## src/rtl/output_arbiter.sv

```systemverilog
// output_arbiter: round-robin arbiter sharing one router output port between
// N_PORTS first-word-fall-through ingress FIFOs. A grant is held for a burst of
// up to MAX_BURST words, each presented on data_out under a req/ack handshake.
// Optional feature macro: YAS_ARB_WATCHDOG_EN (drop a word after WD_TIMEOUT
// cycles without ack and pulse wd_err).
module output_arbiter #(
  parameter int unsigned N_PORTS    = 4,
  parameter int unsigned DW         = 8,
  parameter int unsigned MAX_BURST  = 4,
  parameter int unsigned WD_TIMEOUT = 64
) (
  input  logic                       clk,
  input  logic                       rst_n,
  input  logic [N_PORTS-1:0]         fifo_empty,
  input  logic [N_PORTS*DW-1:0]      fifo_rdata,
  output logic [N_PORTS-1:0]         fifo_pop,
  output logic [DW-1:0]              data_out,
  output logic                       data_out_req,
  input  logic                       data_out_ack,
  output logic                       grant_vld,
  output logic [$clog2(N_PORTS)-1:0] grant_id,
  output logic                       wd_err
);

  localparam int unsigned GW = $clog2(N_PORTS);
  localparam int unsigned BW = $clog2(MAX_BURST + 1);

  // Reject parameter sets the datapath widths cannot represent.
  if (N_PORTS < 2 || MAX_BURST < 1 || WD_TIMEOUT < 2) begin : g_bad_params
    $error("output_arbiter: illegal parameter set");
  end

  typedef enum logic {
    IDLE = 1'b0,
    SEND = 1'b1
  } state_t;

  state_t            state_q, state_d;
  logic [DW-1:0]     data_d;
  logic              req_d;
  logic              gvld_d;
  logic [GW-1:0]     gid_d;
  logic [GW-1:0]     last_q, last_d;
  logic [BW-1:0]     burst_q, burst_d;
  logic [N_PORTS-1:0] pop_d;

  logic              win_vld;
  logic [GW-1:0]     win_id;
  logic [GW-1:0]     cand;

  // Round-robin pick: first non-empty port after last_grant, wrapping.
  always_comb begin
    win_vld = 1'b0;
    win_id  = '0;
    cand    = '0;
    for (int k = int'(N_PORTS); k >= 1; k--) begin
      cand = GW'((32'(last_q) + 32'(k)) % N_PORTS);
      if (!fifo_empty[cand]) begin
        win_vld = 1'b1;
        win_id  = cand;
      end
    end
  end

`ifdef YAS_ARB_WATCHDOG_EN
  localparam int unsigned WW = $clog2(WD_TIMEOUT);
  logic [WW-1:0] wd_q, wd_d;
  logic          wd_err_d;
`endif

  // Next-state, pop and output-register inputs.
  always_comb begin
    state_d = state_q;
    data_d  = data_out;
    req_d   = data_out_req;
    gid_d   = grant_id;
    last_d  = last_q;
    burst_d = burst_q;
    pop_d   = '0;
`ifdef YAS_ARB_WATCHDOG_EN
    wd_d     = wd_q;
    wd_err_d = 1'b0;
`endif
    unique case (state_q)
      IDLE: begin
        if (win_vld) begin
          pop_d[win_id] = 1'b1;
          data_d        = fifo_rdata[32'(win_id)*DW +: DW];
          gid_d         = win_id;
          burst_d       = BW'(1);
          req_d         = 1'b1;
          state_d       = SEND;
        end
      end
      SEND: begin
        if (data_out_ack) begin
`ifdef YAS_ARB_WATCHDOG_EN
          wd_d = '0;
`endif
          if (burst_q < BW'(MAX_BURST) && !fifo_empty[grant_id]) begin
            pop_d[grant_id] = 1'b1;
            data_d          = fifo_rdata[32'(grant_id)*DW +: DW];
            burst_d         = burst_q + BW'(1);
          end else begin
            req_d   = 1'b0;
            last_d  = grant_id;
            state_d = IDLE;
          end
        end else begin
`ifdef YAS_ARB_WATCHDOG_EN
          // Stalled word: give up on it once the watchdog expires.
          if (wd_q == WW'(WD_TIMEOUT - 1)) begin
            wd_d     = '0;
            wd_err_d = 1'b1;
            req_d    = 1'b0;
            last_d   = grant_id;
            state_d  = IDLE;
          end else begin
            wd_d = wd_q + WW'(1);
          end
`endif
        end
      end
      default: state_d = IDLE;
    endcase
    gvld_d = (state_d == SEND);
  end

  // A pop during reset would discard a word nobody captures.
  assign fifo_pop = rst_n ? pop_d : '0;

  // State and output registers.
  always_ff @(posedge clk or negedge rst_n) begin
    if (!rst_n) begin
      state_q      <= IDLE;
      data_out     <= '0;
      data_out_req <= 1'b0;
      grant_vld    <= 1'b0;
      grant_id     <= '0;
      last_q       <= GW'(N_PORTS - 1);
      burst_q      <= '0;
    end else begin
      state_q      <= state_d;
      data_out     <= data_d;
      data_out_req <= req_d;
      grant_vld    <= gvld_d;
      grant_id     <= gid_d;
      last_q       <= last_d;
      burst_q      <= burst_d;
    end
  end

`ifdef YAS_ARB_WATCHDOG_EN
  // Watchdog counter and error pulse.
  always_ff @(posedge clk or negedge rst_n) begin
    if (!rst_n) begin
      wd_q   <= '0;
      wd_err <= 1'b0;
    end else begin
      wd_q   <= wd_d;
      wd_err <= wd_err_d;
    end
  end
`else
  assign wd_err = 1'b0;
`endif

endmodule

```

## config.mk

```make
export PLATFORM = sky130hd
export DESIGN_NAME = output_arbiter
export DESIGN_NICKNAME = d
export VERILOG_FILES = /design/src/rtl/output_arbiter.sv
export SDC_FILE = /design/constraint.sdc
export NUM_CORES = 1
export LEC_CHECK = 0
export ABC_CLOCK_PERIOD_IN_PS = 9000
export CAP_MARGIN = 10
export CORE_UTILIZATION = 49
export CTS_BUF_LIST = sky130_fd_sc_hd__clkbuf_8 sky130_fd_sc_hd__clkbuf_16
export CTS_CLUSTER_SIZE = 20
export DETAILED_ROUTE_END_ITERATION = 12
export PLACE_DENSITY = 0.85
export RECOVER_POWER = 50
export SYNTH_ARGS = -nofsm -noshare
export SYNTH_HDL_FRONTEND = slang
export SYNTH_SLANG_ARGS = --single-unit
```

## constraint.sdc

```tcl
create_clock -name clk -period 9 [get_ports clk]
set_clock_uncertainty 0.2 [all_clocks]
set_input_delay 2.7 -clock clk [delete_from_list [all_inputs] [get_ports clk]]
set_output_delay 2.7 -clock clk [all_outputs]
set_load 0.1 [all_outputs]
```

==> flow_metrics.tcl <==
set metrics [dict create \
    power.leakage_nw 0.832 \
    preCtsSetupSlack_ns 0.863 \
    floorplan.die.height_um 60.7 \
    cts_repair_resize_count 0 \
    floorplan.initialDensity_pct 53.6 \
    worstSetupEndpointType "output port" \
    power.density_nw_per_um2 368 \
    synthesis.yosys.warnings 0 \
    grt_max_degree 22 \
    total_overflow_reported_by_the_global_router 0 \
    port_buffers 54 \
    final-seq-area_sq_um 428 \
    multi_input_area_sq_um 1130 \
    total_grt_usage_pct 26.8 \
    post_synth.cell_area_avg_sq_um 8.40 \
    clkSinkCount 17 \
    met2_length_um 2060 \
    min_path_type "reg -> reg" \
    vdd.ir_drop.worst_mv 0.230 \
    hold_ws_ns 0.270 \
    die_ar_sq_um 3690 \
    number_of_synthesized_flops_with_an_enable_pin 0 \
    fmax_mhz 121 \
    final_layout_size_suffix_gt1_share_pct 8.33 \
    routed.top_layer "met4" \
    hpwl_um 3450 \
    cts_hold_repair.buffers 0 \
    layout-area-overhead-vs-synth_pct 32.7 \
    final.min_clock_period_ns 8.28 \
    utilization_pct 71.1 \
    wl_met3_um 335 \
    internal-power_mw 0.333 \
    io_pins 56 \
    seqPwrFrac_pct 21.0 \
    num-nets-final 281 \
    number_of_instances_in_the_synthesized_netlist 201 \
    antenna_violating_nets_post_route 0 \
    antenna_cells_inserted 0 \
    cts_inserted_buffers 3 \
    vias_per_cell 6.51 \
    cp.arrival_ns 5.38 \
    worst-slew-pin-transition_ns 0.981 \
    grt_pass1_wl_um 7510 \
    worst-endpoint-required_ns 6.10 \
    wirelength_met1_um 2260 \
    timing.slew.headroom_pct 34.4 \
    setup_total_negative_slack_ns 0 \
    setup_viol_count_final 0 \
    dieWidth_um 60.7 \
    path_clk_slew_ns 0.07 \
    fillCellCount 276 \
    cp-start-kind "primary input" \
    cts.repair_timing.setup_buffer_count 0 \
    syn_nets 241 \
    first_iter_violations 95 \
    cts_max_path_buffers 2 \
    criticalPathCategory "in -> out" \
    final.period_utilization_pct 92.0 \
    clock_tree.root_cell "sky130_fd_sc_hd__clkbuf_8" \
    number_of_antenna_violations_at_the_first_check_in_global_routing 0 \
    switching_share_pct 59.7 \
    cts_tree "yes" \
    post-route-drc-count 0 \
    status "completed" \
    switchingPower_mw 0.493 \
    share_clk_of_total_power_pct 7.2 \
    htreeDepth 1 \
    fraction_of_the_yosys_area_taken_by_sequential_cells_pct 25.3 \
    final_hold_vios 0 \
    cap_viol_max_count 0 \
    route.vias.total 1848 \
    placed_cells_incl_taps 280 \
    final-max-slew-violation-count 0 \
    postLayoutSetupSlackWorst_ns 0.722 \
    drt_pass1_iterations 4 \
    finalWirelength_um 4710 \
    power.share.combinational_pct 71.8 \
    finalNonFillerCells 284 \
    largest_driver_fanout_on_the_critical_path 12 \
    clk-insertion-delay-late_ns 0.26 \
    grt_pass1_vias 1595 \
    final_weighted_congestion_in_routability_driven_placement 0.883 \
    synth_async_reset_ratio_pct 100 \
    core_rows 20 \
    route.detailed.wl_per_inst_um 16.6 \
    synthFlopType "sky130_fd_sc_hd__dfrtp_1" \
    synth_cell_type_count 47 \
    rsz0062_at_grt "no" \
    placeableCoreArea_sq_um 3150 \
    synth_seq_cells 17 \
    netlist_area_sq_um 1690 \
]
==> final timing paths <==
| check | from | end | slack [ns] | depth (start not counted) |
|---|---|---|---|---|
| hold reg to reg | data_out_req | data_out_req | 0.27 | 2 |
| setup / recovery | fifo_empty[3] | fifo_pop[1] | 0.72 | 7 |
| setup reg to reg | grant_id[0] | data_out[3] | 6.14 | 6 |
| max in group asynchronous | rst_n | data_out[4] | 5.22 | 1 |
| min in group asynchronous | rst_n | burst_q[0] | 2.82 | 1 |
| hold / removal | data_out_req | data_out_req | 0.27 | 2 |
==> registers in the layout, indices dropped and copies added, names as in the netlist <==
signal,cells
burst_q,3
last_q,2
data_out_req,1
grant_id,2
state_q,1
data_out,8
==> cell usage after synthesis (9+ instances only) <==
cell	n	share of area, %
sky130_fd_sc_hd__a211oi_1	16	7.1
sky130_fd_sc_hd__clkbuf_1	16	3.6
sky130_fd_sc_hd__a32oi_1	9	4.7
sky130_fd_sc_hd__nor2_1	12	2.7
sky130_fd_sc_hd__dfrtp_1	15	22
sky130_fd_sc_hd__o211ai_1	9	4.0
sky130_fd_sc_hd__mux2i_1	9	5.3
sky130_fd_sc_hd__inv_1	9	2.0
sky130_fd_sc_hd__nor2b_1	12	4.4
==> placed cells by master, fill, tap and decap left out, types with 2 or more instances in the layout <==
| master | count |
|---|---|
| sky130_fd_sc_hd__a21oi_1 | 2 |
| sky130_fd_sc_hd__o311ai_1 | 8 |
| sky130_fd_sc_hd__a22oi_1 | 8 |
| sky130_fd_sc_hd__nand2_1 | 8 |
| sky130_fd_sc_hd__mux2i_1 | 9 |
| sky130_fd_sc_hd__dfstp_2 | 2 |
| sky130_fd_sc_hd__dfrtp_1 | 15 |
| sky130_fd_sc_hd__a31oi_1 | 8 |
| sky130_fd_sc_hd__dlygate4sd3_1 | 7 |
| sky130_fd_sc_hd__nor2_1 | 12 |
| sky130_fd_sc_hd__o21ai_0 | 2 |
| sky130_fd_sc_hd__nor2b_1 | 12 |
| sky130_fd_sc_hd__a21o_1 | 2 |
| sky130_fd_sc_hd__mux2_2 | 2 |
| sky130_fd_sc_hd__clkdlybuf4s50_1 | 43 |
| sky130_fd_sc_hd__nor3b_1 | 8 |
| sky130_fd_sc_hd__o21a_1 | 5 |
| sky130_fd_sc_hd__nand3b_1 | 2 |
| sky130_fd_sc_hd__clkbuf_8 | 3 |
| sky130_fd_sc_hd__and2_1 | 2 |
| sky130_fd_sc_hd__a211oi_1 | 16 |
| sky130_fd_sc_hd__o211ai_1 | 9 |
| sky130_fd_sc_hd__a32oi_1 | 9 |
| sky130_fd_sc_hd__a221oi_1 | 8 |
| sky130_fd_sc_hd__inv_1 | 9 |
| sky130_fd_sc_hd__buf_4 | 6 |
| sky130_fd_sc_hd__nor4_1 | 2 |
==> worst max-delay path, stage by stage <==
cell and delay (ns):
sky130_fd_sc_hd__dlygate4sd3_1 0.65, sky130_fd_sc_hd__mux2i_1 0.58, sky130_fd_sc_hd__a21o_1 0.47, sky130_fd_sc_hd__o21a_1 0.39
sky130_fd_sc_hd__nand2b_1 0.10, sky130_fd_sc_hd__a21boi_0 0.17, sky130_fd_sc_hd__buf_4 0.32
==> metal layers <==
layer / vias to the layer above / track usage, %
met4: 0 / 11.0
met5: - / 0
met2: 100 / 40.0
met3: 6 / 3.20
li1: 876 / -
met1: 866 / 39.1
==> cell type report <==
| class | instances | share of cell area [%] |
|---|---|---|
| multi-input combinational | 153 | 50.4 |
| tap | 44 | 2.46 |
| clock inverter | 1 | 0.223 |
| clock buffer | 3 | 1.84 |
| timing repair buffer | 56 | 24.3 |
| inverter | 10 | 1.67 |
| sequential | 17 | 19.1 |
==> per-stage QoR <==
| step | power, mW | area, sq um |
|---|---|---|
| 2_1_floorplan | 0.637 | 1690 |
| 3_3_place_gp | 0.761 | 2200 |
| 3_5_place_dp | 0.767 | 2200 |
| 4_1_cts | 0.826 | 2240 |
| 5_1_grt | 0.873 | 2240 |
| 6_report | 0.825 | 2240 |
==> logic make-up after synthesis <==
family                     after synthesis  share of synthesized area (%)
buffers and inverters                   31                           7.78
other                                    1                          0.222
DFF                                     17                           25.3
xor gates and xnor gates                 1                          0.519
AOI/OAI and AO/OA                       87                           40.1
muxes                                   12                           8.00
and+or+nand+nor                         51                           17.3
adders and majority gates                1                          0.741
==> power by group through the flow <==
stage	Sequential (mW)	Combinational (mW)	Clock (mW)
finish	0.173	0.593	0.0592
global placement	0.174	0.587	0
CTS	0.173	0.593	0.0589
detailed placement	0.175	0.592	0
floorplan	0.332	0.305	0
global route	0.180	0.632	0.0611
No activity file was read; power rests on OpenSTA's default activity.
